### config.mk
export PLATFORM = sky130hd
export DESIGN_NAME = frame_dispatcher
export DESIGN_NICKNAME = d
export VERILOG_FILES = /design/src/rtl/frame_dispatcher.sv
export SDC_FILE = /design/constraint.sdc
export NUM_CORES = 1
export LEC_CHECK = 0
export BUFFER_PORTS_ARGS = -buffer_cell sky130_fd_sc_hd__clkbuf_2
export CAP_MARGIN = 20
export CORE_MARGIN = 2
export CORE_UTILIZATION = 45
export CTS_BUF_LIST = sky130_fd_sc_hd__clkbuf_8
export CTS_CLUSTER_SIZE = 14
export DETAILED_ROUTE_END_ITERATION = 6
export HOLD_SLACK_MARGIN = 0.08
export PLACE_DENSITY = 0.7
export SLEW_MARGIN = 40
export SYNTH_ARGS = -nofsm -noshare
export SYNTH_HDL_FRONTEND = slang
export SYNTH_SLANG_ARGS = --single-unit
### constraint.sdc
create_clock -name clk -period 2.3 [get_ports clk]
set_clock_uncertainty 0.2 [all_clocks]
set_input_delay 0.115 -clock clk [delete_from_list [all_inputs] [get_ports clk]]
set_output_delay 0.115 -clock clk [all_outputs]
set_load 0.05 [all_outputs]
### src/rtl/frame_dispatcher.sv
// frame_dispatcher
//   Collects characters into frames and forwards them to one of three
//   decryptors (caesar, scytale, zigzag). The decryptor is chosen by sel_i on
//   the first character of a frame. A frame ends with START_DECRYPTION_TOKEN,
//   which is also forwarded. The dispatcher then waits for the selected
//   decryptor to raise busy and drop it again before it accepts a new frame.
//
// Ports
//   clk          system clock, rising edge
//   rst          synchronous reset, active high
//   data_i       incoming character or token
//   valid_i      data_i qualifier
//   sel_i        cipher select: 0 caesar, 1 scytale, 2 zigzag, 3 invalid
//   busy_i       busy flags of the decryptors, bit index = sel code
//   ready_o      character accepted this cycle
//   data_o       character bus shared by all decryptors
//   valid_o      one-hot qualifier for data_o, bit = destination decryptor
//   frame_len_o  characters forwarded in current/last frame, token excluded
//   overflow_o   sticky: a frame exceeded MAX_NOF_CHARS
//   drop_o       one-cycle pulse per discarded character
module frame_dispatcher #(
  parameter int                 D_WIDTH                = 8,
  parameter int                 MAX_NOF_CHARS          = 50,
  parameter logic [D_WIDTH-1:0] START_DECRYPTION_TOKEN = 8'hFA,
  parameter int                 START_TIMEOUT          = 4
) (
  input  logic               clk,
  input  logic               rst,
  input  logic [D_WIDTH-1:0] data_i,
  input  logic               valid_i,
  input  logic [1:0]         sel_i,
  input  logic [2:0]         busy_i,
  output logic               ready_o,
  output logic [D_WIDTH-1:0] data_o,
  output logic [2:0]         valid_o,
  output logic [7:0]         frame_len_o,
  output logic               overflow_o,
  output logic               drop_o
);

  localparam int             TO_W    = (START_TIMEOUT > 1) ? $clog2(START_TIMEOUT) : 1;
  localparam logic [TO_W-1:0] TO_LAST = TO_W'(START_TIMEOUT - 1);
  localparam logic [7:0]     MAX_LEN = 8'(MAX_NOF_CHARS);

  typedef enum logic [1:0] {
    IDLE       = 2'd0,
    FWD        = 2'd1,
    WAIT_START = 2'd2,
    WAIT_DONE  = 2'd3
  } state_t;

  state_t             state;
  logic [1:0]         chan;
  logic [TO_W-1:0]    to_cnt;
  logic [7:0]         len_p1;
  logic               ovf_p1;
  logic               drop_p1;
  logic [D_WIDTH-1:0] data_p1;
  logic [2:0]         vld_p1;

  logic               accept_p0;
  logic               is_token_p0;

  // Frame length never exceeds MAX_NOF_CHARS.
  function automatic logic [7:0] sat_inc(input logic [7:0] v);
    return (v >= MAX_LEN) ? MAX_LEN : v + 8'd1;
  endfunction

  function automatic logic [2:0] onehot(input logic [1:0] s);
    return 3'b001 << s;
  endfunction

  // Stage p0: input qualification
  assign ready_o     = (state == IDLE) || (state == FWD);
  assign accept_p0   = valid_i && ready_o;
  assign is_token_p0 = (data_i == START_DECRYPTION_TOKEN);

  // Stage p1: registered forwarding, status and FSM
  always_ff @(posedge clk) begin
    if (rst) begin
      state   <= IDLE;
      chan    <= 2'd0;
      to_cnt  <= '0;
      len_p1  <= 8'd0;
      ovf_p1  <= 1'b0;
      drop_p1 <= 1'b0;
      data_p1 <= '0;
      vld_p1  <= 3'b000;
    end else begin
      vld_p1  <= 3'b000;
      // A character offered while not ready is lost.
      drop_p1 <= valid_i && !ready_o;

      case (state)
        IDLE: begin
          if (accept_p0) begin
            if (sel_i == 2'd3 || is_token_p0) begin
              drop_p1 <= 1'b1;
            end else begin
              chan    <= sel_i;
              data_p1 <= data_i;
              vld_p1  <= onehot(sel_i);
              len_p1  <= 8'd1;
              state   <= FWD;
            end
          end
        end

        FWD: begin
          if (accept_p0) begin
            if (is_token_p0) begin
              data_p1 <= data_i;
              vld_p1  <= onehot(chan);
              to_cnt  <= '0;
              state   <= WAIT_START;
            end else if (len_p1 < MAX_LEN) begin
              data_p1 <= data_i;
              vld_p1  <= onehot(chan);
              len_p1  <= sat_inc(len_p1);
            end else begin
              drop_p1 <= 1'b1;
              ovf_p1  <= 1'b1;
            end
          end
        end

        WAIT_START: begin
          // Give up after START_TIMEOUT cycles without busy from the channel.
          if (busy_i[chan]) begin
            state <= WAIT_DONE;
          end else if (to_cnt == TO_LAST) begin
            state <= IDLE;
          end else begin
            to_cnt <= to_cnt + 1'b1;
          end
        end

        WAIT_DONE: begin
          if (!busy_i[chan]) begin
            state <= IDLE;
          end
        end

        default: state <= IDLE;
      endcase
    end
  end

  assign data_o      = data_p1;
  assign valid_o     = vld_p1;
  assign frame_len_o = len_p1;
  assign overflow_o  = ovf_p1;
  assign drop_o      = drop_p1;

endmodule

# After elaboration in Yosys (flattened, before gate mapping)
# Cells that the tools add are included.
[op_classes] addsub=2 magnitude_cmp=3 n_eq_ne=17 shift=2 n_mux=40 n_bitwise=3 reduce_logical=14
[ops] cell="$mux 8" n=11
[ops] cell="$pmux 8 s2" n=2
[ops] cell="$mux 2" n=11
[ops] cell="$ne 2x2->1 const B" n=8
[ops] cell="$mux 3" n=5
[ops] cell="$reduce_and 6->1" n=2
[ops] cell="$reduce_and 5->1" n=2
[ops] cell="$add 8x1->8 const B" n=1
[ops] cell="$eq 2x2->1 const B" n=4
[ops] cell="$eq 8x8->1 const B" n=1
[ops] cell="$ge 8x6->1 const B" n=1
[ops] cell="$lt 8x6->1 const B" n=1
[ops] cell="$pmux 2 s4" n=1
[ops] cell="$mux 1" n=6
[ops] cell="$pmux 3 s2" n=1
[ops] cell="$shl 1x2->3 const A" n=2
[ops] cell="$pmux 2 s2" n=1
[ops] cell="$reduce_and 4->1" n=1
[ops] cell="$reduce_bool 2->1" n=2
[ops] cell="$lt 2x3->1 const B" n=1
[ops] cell="$ne 3x2->1 const B" n=1
[ops] cell="$ne 3x3->1 const B" n=1
[ops] cell="$not 1->1" n=3
[ops] cell="$reduce_and 3->1" n=1
[ops] cell="other kinds (9)" n=11
[totals] reg_bits=27 inputBits=16 output_inout_bits=22

# Longest topological paths before layout
[depth] word_depth=8 depth_mapped=6 mapped_depth_nobuf=6

# Worst setup path before layout
# OpenSTA, ideal clock, no wires.
[synth_timing] kind="flip-flop to flip-flop" startpoint="register len_p1[0] (netlist: frame_len_o[0])" endpoint="register len_p1[3] (netlist: frame_len_o[3])" setup_time_ns=0.092 arrival_time_ns=2.062 setup_slack_ns=-0.055 stages_incl_launch_ff=7 path_buffers=0 path_cell_list="dfxtp_1 > inv_1 > ha_1 > or4_4 > a311oi_2 > a2111oi_0 > o32ai_1"
[synth_via] elab_chain_cells=6 elab_cells_between_ends=10
[synth_rtl] item="from (decl)" line_no="55" source="logic [7:0] len_p1;"
[synth_rtl] item="from (signal assigned)" line_no="119" source="len_p1 <= sat_inc(len_p1);"
[synth_rtl] item="$add 8x1->8 or $ge 8x6->1 (tied branches)" line_no="66" source="return (v >= MAX_LEN) ? MAX_LEN : v + 8'd1;"
[synth_rtl] item="$mux 8" line_no="66"
[synth_rtl] item="$mux 8" line_no="116" source="end else if (len_p1 < MAX_LEN) begin"
[synth_rtl] item="$mux 8" line_no="111" source="if (is_token_p0) begin"
[synth_rtl] item="$mux 8" line_no="110" source="if (accept_p0) begin"
[synth_rtl] item="$pmux 8 s2" line_no="94" source="case (state)"
# Several ways; a longest one is shown, not always the timed one. The select of a mux whose other input is x is not followed.
# A chain may end at the register's enable or synchronous reset.

# Worst setup path in the final report
[layout_timing] startpoint="input port data_i[2]" endpoint="register drop_p1 (netlist: drop_o)"
[layout_via] elab_chain_cells=5 elab_cells_between_ends=7
[layout_rtl] item="from (decl)" line_no="29" source="input logic [D_WIDTH-1:0] data_i,"
[layout_rtl] item="$eq 8x8->1 (*)" line_no="76" source="assign is_token_p0 = (data_i == START_DECRYPTION_TOKEN);"
[layout_rtl] item="$logic_or 1x1->1" line_no="97" source="if (sel_i == 2'd3 || is_token_p0) begin"
[layout_rtl] item="$mux 1" line_no="97"
[layout_rtl] item="$mux 1" line_no="96" source="if (accept_p0) begin"
[layout_rtl] item="$pmux 1 s2 (*)" line_no="94"
[layout_rtl] item="to (signal assigned)" line_no="92" source="drop_p1 <= valid_i && !ready_o;"
[layout_rtl] item="to (decl)" line_no="57" source="logic drop_p1;"
# Every way passes the cells marked *; elsewhere a longest branch is shown, timed or not.

==> flow_metrics.tcl <==
set metrics [dict create \
    drv_slew 0 \
    hpwl_um 2600 \
    clockRootBuffer "clkbuf_8" \
    cp_cell_sequence "dlygate4sd3_1 > clkbuf_2 > and4bb_4 > and2_2 > o22ai_1 > nor3b_1 > dlygate4sd3_1" \
    drive_gt1_share_pct 28.6 \
    maxSlewHeadroom_pct 63.6 \
    synth_top_area_cell "dfxtp_1" \
    critPathRequiredTime_ns 2.33 \
    grt_pass1_wl_um 6090 \
    area.growth.synth_to_final_pct 28.1 \
    fmax_mhz 456 \
    clkSinkCount 27 \
    fp.dieW_um 61.3 \
    path_delay_family "buffers and inverters" \
    firstDrtPassIters 4 \
    grt_max_degree 21 \
    power_density_mw_per_mm2 519 \
    syn_area_mm2 0.00148 \
    num_rows 20 \
    synth.area.top_cells "dfxtp_1 37%, mux2i_1 7.5%, nand2_1 6.1%, ha_1 2.5%, nor2_1 2.0%" \
    pin_count 38 \
    placed_area_mm2 0.00169 \
    dieArea_mm2 0.00375 \
    wl_um 3680 \
    min_period_ns 2.20 \
    ys_ff_latch 27 \
    max_stage_delay_ns 0.56 \
    port_buffers 37 \
    vias_per_cell 5.66 \
    initial_core_util_pct 47.9 \
    rsz0062_at_grt "false" \
    nets 233 \
    synth_edf_count 0 \
    cts-resized-gates 0 \
    critPathMaxFanout 8 \
    antenna_found_initial 0 \
    vias 1454 \
    ant_nets 0 \
    whs_ns 0.162 \
    cts_tree "done" \
    yosys_warnings 0 \
    die_h_um 61.3 \
    diodes 0 \
    async_reset_ff_share_pct 0 \
    fillers 273 \
    grt_pass1_vias 1373 \
    htree_levels 1 \
    slowest_stage "dlygate4sd3_1" \
    timing.critical_path.mode_cell "dlygate4sd3_1" \
    clock_latency_ns 0.28 \
    place_congestion 0.831 \
    grtUsageTotal_pct 21.7 \
    synth_cell_type_count 52 \
    drtIter0Drc 141 \
    worst_setup_path_start_kind "input pin" \
    synth_common_cells "27 x dfxtp_1, 24 x nand2_1, 11 x mux2i_1" \
    drcViolationCount 0 \
    grt_overflow 0 \
    setup_violations 0 \
    critical_path_buf_inv_count 3 \
    synth_most_common_cell "dfxtp_1" \
    crit_arrival_ns 2.22 \
    crit_type "in -> reg" \
    clock_path_buffers 2 \
    cts_buffers 3 \
    power.leakage_nw 0.775 \
    synth_nets 178 \
    outcome "completed" \
    synth_flop_cell "dfxtp_1" \
    final_cell_area_mm2 0.00189 \
    worstMarginPinSlew_ns 0.545 \
    cts.clk_slew.worst_paths_ns 0.09 \
    hold_viol 0 \
    tns_ns 0 \
    syn-instance-count 159 \
    cp-end-kind "flip-flop" \
    synth_area_per_cell_um2 9.28 \
    min_path_type "in -> reg" \
    cap_violations 0 \
    yosysSeqAreaShare_pct 36.6 \
    avgRoutedWirePerCell_um 14.3 \
    timing.final.crit_share_pct 95.5 \
    core_mm2 0.00308 \
    ir_drop_uv 394 \
    synth_top_area_share_pct 36.6 \
]
[worst reg2reg max path, stage by stage, from the launching register on]
cell       delay (ns)
dfxtp_2          0.38
inv_1            0.07
ha_1             0.20
or4_4            0.43
a311oi_2         0.33
a2111oi_0        0.16
o32ai_1          0.24
[layout by cell type, fill, tap and decap left out, types with 4 or more instances in the layout]
cell / Yosys / layout
a21oi_1: 5 / 5
dfxtp_1: 27 / 26
clkbuf_2: 0 / 37
mux2i_1: 11 / 11
nor2_1: 8 / 8
dlygate4sd3_1: 0 / 14
nand2_1: 24 / 24
inv_1: 7 / 7
buf_4: 0 / 6
nor3_1: 4 / 4
a31oi_1: 4 / 4
[sequential cells by signal, indices dropped and copies added (netlist names)]
register	count
data_o	8
frame_len_o	8
valid_o	3
chan	2
state	2
to_cnt	2
drop_o	1
overflow_o	1
[final timing paths]
path	startpoint	to	slack [ns]	cells past startpoint
worst min register to register	data_o[5]	data_o[5]	0.27	2
worst max-delay path	data_i[2]	drop_o	0.10	7
worst min-delay path	busy_i[0]	state[0]	0.16	4
worst max register to register	frame_len_o[0]	frame_len_o[3]	0.20	6
[final cells by class]
| type | count | area [um2] | share of cell area [%] |
|---|---|---|---|
| clock buffers | 3 | 41.3 | 2.19 |
| clock inverters | 1 | 5.00 | 0.265 |
| inverters | 7 | 26.3 | 1.39 |
| multi-input cells | 118 | 850 | 45.0 |
| flip-flops and latches | 27 | 542 | 28.7 |
| well taps | 44 | 55.1 | 2.91 |
| repair buffers | 57 | 370 | 19.6 |
[power breakdown]
group / total (mW) / internal, mW / leakage, nW / switching, mW
Clock: 0.276 / 0.122 / 0.0255 / 0.154
Combinational: 0.203 / 0.0772 / 0.529 / 0.126
Sequential: 0.501 / 0.485 / 0.220 / 0.0160
Total: 0.980 / 0.684 / 0.775 / 0.296
[timing repair]
| action | CTS | global route |
|---|---|---|
| setup endpoints to repair | 0 | 1 |
| endpoints found under the hold margin | 23 | 0 |
| buffers inserted | 0 | 2 |
| hold buffers | 14 | 0 |
[layer usage]
metal	up-vias	wire length, um	GRT usage (%)
li1	709	-	-
met5	-	0	0
met4	0	61	9.32
met1	686	1590	27.7
met3	10	177	2.73
met2	49	1850	36.6
[kinds of logic after synthesis]
logic type,share of synthesized area (%)
muxes,7.46
adders and majority gates,2.54
buffers and inverters,5.77
AOI/OAI and AO/OA,26.4
and+or+nand+nor,21.2
DFF,36.6
[stage by stage]
step | setup WS (ns) | utilization (%) | power (mW) | cells
finish | 0.105 | 61.4 | 0.980 | 257
global route | 0.0256 | 61.4 | 1.02 | 257
CTS | 0.104 | 60.9 | 0.986 | 255
detailed placement | 0.245 | 54.8 | 0.695 | 237
global placement | 0.296 | 54.8 | 0.690 | 237
floorplan | 0.152 | - | 0.643 | 159
No activity file was read; power rests on OpenSTA's default activity.
